**src/rtl/sub_seq_ctrl.sv**
```systemverilog
// rtl/sub_seq_ctrl.sv - byte-serial multi-precision subtract sequencer
//
// Computes diff = a - b - bin over NBYTES-byte operands, one byte per clock,
// LSB first, through a single 8-bit subtract datapath with byte-to-byte borrow.
// Optional feature macro: SUB_SEQ_ZERO_FLAG_EN (adds the zero output).
//
// Ports:
//   clk        in   clock, rising edge
//   rst        in   asynchronous active-high reset
//   in_valid   in   operands valid
//   in_ready   out  sequencer idle and able to accept operands
//   a, b       in   minuend / subtrahend, 8*NBYTES bits
//   bin        in   borrow-in to byte 0
//   out_valid  out  result valid (held until out_ready)
//   out_ready  in   consumer accepts result
//   diff       out  a - b - bin mod 2^W
//   bout       out  final borrow
//   overflow   out  signed overflow of the full-width subtract
//   busy       out  high while bytes are being processed
//   zero       out  diff == 0 (only with SUB_SEQ_ZERO_FLAG_EN)

module sub_seq_ctrl #(
    parameter int NBYTES = 4
) (
    input  logic                  clk,
    input  logic                  rst,
    input  logic                  in_valid,
    output logic                  in_ready,
    input  logic [8*NBYTES-1:0]   a,
    input  logic [8*NBYTES-1:0]   b,
    input  logic                  bin,
    output logic                  out_valid,
    input  logic                  out_ready,
    output logic [8*NBYTES-1:0]   diff,
    output logic                  bout,
    output logic                  overflow,
`ifdef SUB_SEQ_ZERO_FLAG_EN
    output logic                  zero,
`endif
    output logic                  busy
);

    localparam int W    = 8 * NBYTES;
    localparam int IDXW = (NBYTES > 1) ? $clog2(NBYTES) : 1;
    localparam logic [IDXW-1:0] LAST_IDX = IDXW'(NBYTES - 1);

    localparam logic [1:0] ST_IDLE = 2'd0;
    localparam logic [1:0] ST_RUN  = 2'd1;
    localparam logic [1:0] ST_DONE = 2'd2;

    logic [1:0]      state_q,    state_d;
    logic [IDXW-1:0] idx_q,      idx_d;
    logic [W-1:0]    a_q,        a_d;
    logic [W-1:0]    b_q,        b_d;
    logic            borrow_q,   borrow_d;
    logic [W-1:0]    diff_q,     diff_d;
    logic            bout_q,     bout_d;
    logic            overflow_q, overflow_d;
`ifdef SUB_SEQ_ZERO_FLAG_EN
    logic            zero_acc_q, zero_acc_d;
    logic            zero_q,     zero_d;
`endif

    logic [7:0] a_byte;
    logic [7:0] b_byte;
    logic [8:0] d9;

    // in_ready is held low while reset is asserted so nothing is accepted
    // during the reset pulse itself.
    assign in_ready  = (state_q == ST_IDLE) && !rst;
    assign busy      = (state_q == ST_RUN);
    assign out_valid = (state_q == ST_DONE);
    assign diff      = diff_q;
    assign bout      = bout_q;
    assign overflow  = overflow_q;
`ifdef SUB_SEQ_ZERO_FLAG_EN
    assign zero      = zero_q;
`endif

    // Single shared byte datapath. The borrow is bit 8 of a 9-bit subtract,
    // so 0x00 - 0xFF - 1 correctly yields a borrow.
    always_comb begin
        a_byte = a_q[{idx_q, 3'b000} +: 8];
        b_byte = b_q[{idx_q, 3'b000} +: 8];
        d9     = {1'b0, a_byte} - {1'b0, b_byte} - {8'd0, borrow_q};
    end

    always_comb begin
        state_d    = state_q;
        idx_d      = idx_q;
        a_d        = a_q;
        b_d        = b_q;
        borrow_d   = borrow_q;
        diff_d     = diff_q;
        bout_d     = bout_q;
        overflow_d = overflow_q;
`ifdef SUB_SEQ_ZERO_FLAG_EN
        zero_acc_d = zero_acc_q;
        zero_d     = zero_q;
`endif
        case (state_q)
            ST_IDLE: begin
                if (in_valid && in_ready) begin
                    a_d        = a;
                    b_d        = b;
                    borrow_d   = bin;
                    idx_d      = '0;
                    diff_d     = '0;
                    bout_d     = 1'b0;
                    overflow_d = 1'b0;
`ifdef SUB_SEQ_ZERO_FLAG_EN
                    zero_acc_d = 1'b1;
                    zero_d     = 1'b0;
`endif
                    state_d    = ST_RUN;
                end
            end
            ST_RUN: begin
                diff_d[{idx_q, 3'b000} +: 8] = d9[7:0];
                borrow_d = d9[8];
`ifdef SUB_SEQ_ZERO_FLAG_EN
                zero_acc_d = zero_acc_q && (d9[7:0] == 8'd0);
`endif
                if (idx_q == LAST_IDX) begin
                    // Signed overflow: operand signs differ and the result
                    // sign differs from the minuend sign.
                    bout_d     = d9[8];
                    overflow_d = (a_q[W-1] ^ b_q[W-1]) & (d9[7] ^ a_q[W-1]);
`ifdef SUB_SEQ_ZERO_FLAG_EN
                    zero_d     = zero_acc_q && (d9[7:0] == 8'd0);
`endif
                    idx_d      = '0;
                    state_d    = ST_DONE;
                end else begin
                    idx_d = idx_q + 1'b1;
                end
            end
            ST_DONE: begin
                if (out_ready) begin
                    state_d = ST_IDLE;
                end
            end
            default: begin
                state_d = ST_IDLE;
            end
        endcase
    end

    always_ff @(posedge clk or posedge rst) begin
        if (rst) begin
            state_q    <= ST_IDLE;
            idx_q      <= '0;
            a_q        <= '0;
            b_q        <= '0;
            borrow_q   <= 1'b0;
            diff_q     <= '0;
            bout_q     <= 1'b0;
            overflow_q <= 1'b0;
`ifdef SUB_SEQ_ZERO_FLAG_EN
            zero_acc_q <= 1'b0;
            zero_q     <= 1'b0;
`endif
        end else begin
            state_q    <= state_d;
            idx_q      <= idx_d;
            a_q        <= a_d;
            b_q        <= b_d;
            borrow_q   <= borrow_d;
            diff_q     <= diff_d;
            bout_q     <= bout_d;
            overflow_q <= overflow_d;
`ifdef SUB_SEQ_ZERO_FLAG_EN
            zero_acc_q <= zero_acc_d;
            zero_q     <= zero_d;
`endif
        end
    end

endmodule

```
**config.mk**
```make
export PLATFORM = sky130hd
export DESIGN_NAME = sub_seq_ctrl
export DESIGN_NICKNAME = d
export VERILOG_FILES = /design/src/rtl/sub_seq_ctrl.sv
export SDC_FILE = /design/constraint.sdc
export NUM_CORES = 1
export LEC_CHECK = 0
export BUFFER_PORTS_ARGS = -buffer_cell sky130_fd_sc_hd__buf_4
export CAP_MARGIN = 20
export CORE_MARGIN = 2
export CORE_UTILIZATION = 43
export DETAILED_ROUTE_END_ITERATION = 6
export PLACE_DENSITY = 0.62
export SLEW_MARGIN = 10
export SYNTH_ARGS = -nofsm -noshare
export SYNTH_HDL_FRONTEND = slang
export SYNTH_SLANG_ARGS = --single-unit
```
**constraint.sdc**
```tcl
create_clock -name clk -period 4.1 [get_ports clk]
set_input_delay 0.205 -clock clk [delete_from_list [all_inputs] [get_ports clk]]
set_output_delay 0.205 -clock clk [all_outputs]
set_load 0.05 [all_outputs]
```
======== Word-level counts from Yosys, hierarchy flattened ========
Index checks and enable logic that the tools add are counted.
cells by class
  add/sub/neg operators ................... 4
  shifts and indexed selects .............. 4
  eq/ne operators ......................... 6
  reduce and logical (&&, ||, !) cells .... 9
  bitwise operators ....................... 3
  muxes and demuxes ....................... 17
operators with widths
  kind                                                                     count
  32-bit one-hot mux with 2 select lines                                   1
  32-bit by 6-bit indexed part select with 8-bit output                    2
  32-bit bitwise mux                                                       1
  32-bit 2-to-1 mux                                                        1
  8-bit by 7-bit variable shift with 32-bit output (first input constant)  1
  8-bit by 7-bit indexed part select with 32-bit output                    1
  2-bit 2-to-1 mux                                                         5
  8-bit by 8-bit subtractor with 9-bit output                              1
  9-bit by 1-bit subtractor with 9-bit output                              1
  5-bit negator with 7-bit output                                          1
  2-bit by 1-bit != test with 1-bit output (second input constant)         3
  1-bit one-hot mux with 2 select lines                                    3
  2-bit one-hot mux with 3 select lines                                    1
  3-bit AND reduction                                                      2
  2-bit equality test (second input constant)                              2
  1-bit 2-to-1 mux                                                         4
  2-bit one-hot mux with 2 select lines                                    1
  2-bit AND reduction                                                      2
  2-bit by 1-bit adder with 2-bit output (second input constant)           1
  2-bit by 1-bit equality test with 1-bit output (second input constant)   1
  1-bit logical AND                                                        2
  2-bit logical NOT                                                        1
  2-bit nonzero test                                                       1
  1-bit XOR                                                                2
  other kinds (2)                                                          2
word-level totals
  register bits ........................... 103
  word-level logic and storage cells ...... 51
  output and inout port bits .............. 37

======== Longest topological paths before layout ========
  depth in word-level cells ............... 7
  mapped depth ............................ 12
  mapped depth without buffers ............ 10

======== Worst setup path before layout ========
OpenSTA, ideal clock, no wires.
  path type ............................... register to register
  start ................................... reg idx_q[0]
  end ..................................... reg diff_q[13], in the netlist diff[13]
  setup time .............................. 0.133 ns
  arrival time ............................ 3.325 ns
  required time ........................... 3.967 ns
  setup slack ............................. 0.642 ns
  cell stages (with the launch flop) ...... 12
  buffers on the path ..................... 2
  clock period less this slack ............ 3.458 ns
  path through ............................ dfrtp_1 clkbuf_1 buf_1 mux4_2 ha_1 inv_1 ha_1 and3_1 a221oi_4 a21oi_2 a2111oi_4 o21ai_1
on the way
  longest elaborated chain between the ends .. 6
  elaborated cells on any way between the ends .. 9
  those cells by class .................... add/sub (3); shift (4); mux (2)
ends and longest elaborated chain
  what                                                                      RTL line  text
  start: declaration                                                        52        logic [IDXW-1:0] idx_q, idx_d;
  start signal: assignment                                                  165       idx_q <= idx_d;
  32-bit by 6-bit indexed part select with 8-bit output (on tied branches)  83, 84
  8-bit by 8-bit subtractor with 9-bit output                               85        d9 = {1'b0, a_byte} - {1'b0, b_byte} - {8'd0, borrow_q};
  9-bit by 1-bit subtractor with 9-bit output                               85
  8-bit by 7-bit indexed part select with 32-bit output                     119       diff_d[{idx_q, 3'b000} +: 8] = d9[7:0];
  32-bit bitwise mux (*)                                                    119
  32-bit one-hot mux with 2 select lines (*)                                101       case (state_q)
  end signal: assignment                                                    169       diff_q <= diff_d;
  end: declaration                                                          56        logic [W-1:0] diff_q, diff_d;
Every way passes the cells marked *; elsewhere a longest branch is shown, timed or not.
A chain may end at the register's enable or synchronous reset.

======== Final worst setup path ========
  start ................................... reg idx_q[0]
  end ..................................... reg diff_q[21], in the netlist diff[21]
Same word-level chain as after synthesis.

==> impl_metrics.ini <==
[global_routing]
antenna_found_initial = 0
grt_pass1_vias = 3421
grt_max_degree = 71
overflow = 0
grt_first_pass_wirelength_mm = 17.9
grt_usage_pct = 18.3

[finish]
n_antenna_cell = 0
fin_util_pct = 54.7
finalInstanceArea_mm2 = 0.00619
syn_to_final_growth_pct = 25.8
nNetsFinal = 557
final_cell_mix = buf_4 (114), dfrtp_1 (103), mux2_1 (64), a22o_1 (24), inv_1 (23)
layout_commonest_cell = buf_4
drive_gt1_share_pct = 32.4
n_fill_cell = 997
multiInputGateArea_mm2 = 0.00218
seq_area_mm2 = 0.00258

[yosys]
syn_area_mm2 = 0.00493
synth_top_area_share_pct = 52.3
yosysTopAreaCell = dfrtp_1
synth-seq-cells = 103
ys_seq_area_share_pct = 52.3
syn_nets = 448
synth_area_leaders = dfrtp_1 (52%), mux2_1 (15%), mux4_2 (5.9%)
ys_warn_count = 0
synth_area_per_cell_um2 = 13.6
ys_types = 47
postSynthCellCount = 361

[timing]
setup_tns_ns = 0
drv_slew = 0
setup_viol = 0
period_needed_ns = 3.62
max_freq_mhz = 276
finalHoldViolCount = 0
worst_pin_slew_ns = 1.05
max_slew_margin_pct = 30.0
hold_slack_ns = 0.0501
rsz0062_at_grt = false
fin_crit_sh_pct = 88.4
finClkSkew_ns = 0.0133

[floorplan]
io_pins = 106
dieArea_mm2 = 0.0123
die_x_um = 111
die_y_um = 111
start_util_pct = 43.5
core_mm2 = 0.0113
rows = 39

[critical_path]
endpoint_kind = flop
path_max_fanout = 15
r2r_start = idx_q[0]
regToRegSetupSlack_ns = 0.48
setup.worst_path.start = idx_q[0]
worstSetupPathType = reg2reg
endpoint = diff[21]
ff2ff_path_depth = 8
start_kind = flop
critPathArrivalTime_ns = 3.84
timing.rr.end = diff[21]
cp.required_ns = 4.32

[status]
outcome = finished clean

[clock_network]
cts-root-buf = clkbuf_16
numCtsBuffers = 9
cts.reportedPaths.clkPinSlew_ns = 0.08
cts_tree = built
postCtsSetupRepairBufs = 0
hold_buffers = 0
cts_max_level = 3
ctsResizeCount = 0
clockBufferDepth = 2
clock_latency_ns = 0.35
cts.sinks = 103

[drt]
drtIter0Drc = 122
via_per_inst = 5.34
ant_nets = 0
wl_per_cell_um = 17.5
drtPass1Iterations = 4
vias = 3302
wl_mm = 10.8
remaining_drc_errors = 0

[flow_run]
max_cap_violations = 0

[place]
dpl-instance-area_mm2 = 0.00591
place_congestion = 0.804
numPortBuffers = 105
dp_hpwl_mm = 8.07

[worst_hold_path]
min_path_type = in2async
==> sequential cells by signal, indices dropped and copies added (netlist names) <==
register and cells:
a_q 32, b_q 32, borrow_q 1, bout 1, diff 32, idx_q 2
overflow 1, state_q 2
==> critical path, cell delays in order (launching register included) <==
cell and delay (ns):
dfrtp_1 0.85, mux4_2 0.60, fa_1 0.43, ha_1 0.34, and3_1 0.21, a221oi_4 0.35, a21oi_2 0.12, a2111oi_4 0.45
o21ai_1 0.13
==> area by class of cell <==
cell class	instances	area share (%)
inverters	25	1.56
multi-input cells	216	35.2
clock inverters	7	1.01
well taps	143	2.89
repair buffers	115	14.1
clock buffers	9	3.64
flip-flops and latches	103	41.6
==> worst min path at each step <==
stage	slack (ns)	to
4_1_cts	0.06	state_q[1]
2_1_floorplan	0.31	state_q[1]
3_5_place_dp	0.42	state_q[1]
3_3_place_gp	0.41	state_q[1]
5_1_grt	0.06	state_q[1]
6_report	0.05	diff[28]
==> through the flow <==
step | instances | setup WS [ns]
after global placement | 602 | 0.545
after floorplan | 361 | 0.642
after CTS | 618 | 0.406
after detailed placement | 602 | 0.466
final | 618 | 0.476
after global routing | 618 | 0.231
==> logic make-up (layout without fill, tap and decap cells) <==
| logic type | count (synthesis) | count (layout) | share of synthesized area, % |
|---|---|---|---|
| DFF | 103 | 103 | 52.3 |
| muxes | 84 | 84 | 22.8 |
| AOI/OAI and AO/OA | 56 | 56 | 9.22 |
| and+or+nand+nor | 53 | 53 | 6.20 |
| buffers and inverters | 42 | 156 | 3.58 |
| adders and majority gates | 18 | 18 | 4.88 |
| xor gates and xnor gates | 5 | 5 | 1.04 |
==> synthesized netlist by cell type, drive strengths merged <==
library cell,count
dfrtp,103
mux2,65
inv,25
a22o,24
nand2,19
ha,16
mux4,15
o21ai,12
buf,11
a21oi,9
clkbuf,6
nand2b,5
mux2i,4
o31ai,4
or3,4
nand4,3
nor2,3
nor3,3
nor4b,3
xnor2,3
and4,2
and4b,2
fa,2
nand3b,2
o211ai,2
xor2,2
a2111oi,1
a21boi,1
a21o,1
a221oi,1
and3,1
and3b,1
nand3,1
nand4b,1
nor3b,1
o21bai,1
or2,1
or4,1
==> per-layer routing <==
metal / GRT usage, % / up-vias / share of wire, %
li1: - / 1540 / -
met1: 24.8 / 1675 / 45
met3: 4.21 / 2 / 5.6
met4: 4.03 / 0 / 0.41
met5: 0 / - / 0
met2: 30.5 / 85 / 49
Power is not shown: default switching activity piles up to over one toggle a cycle in this logic, so the estimate is an artifact.
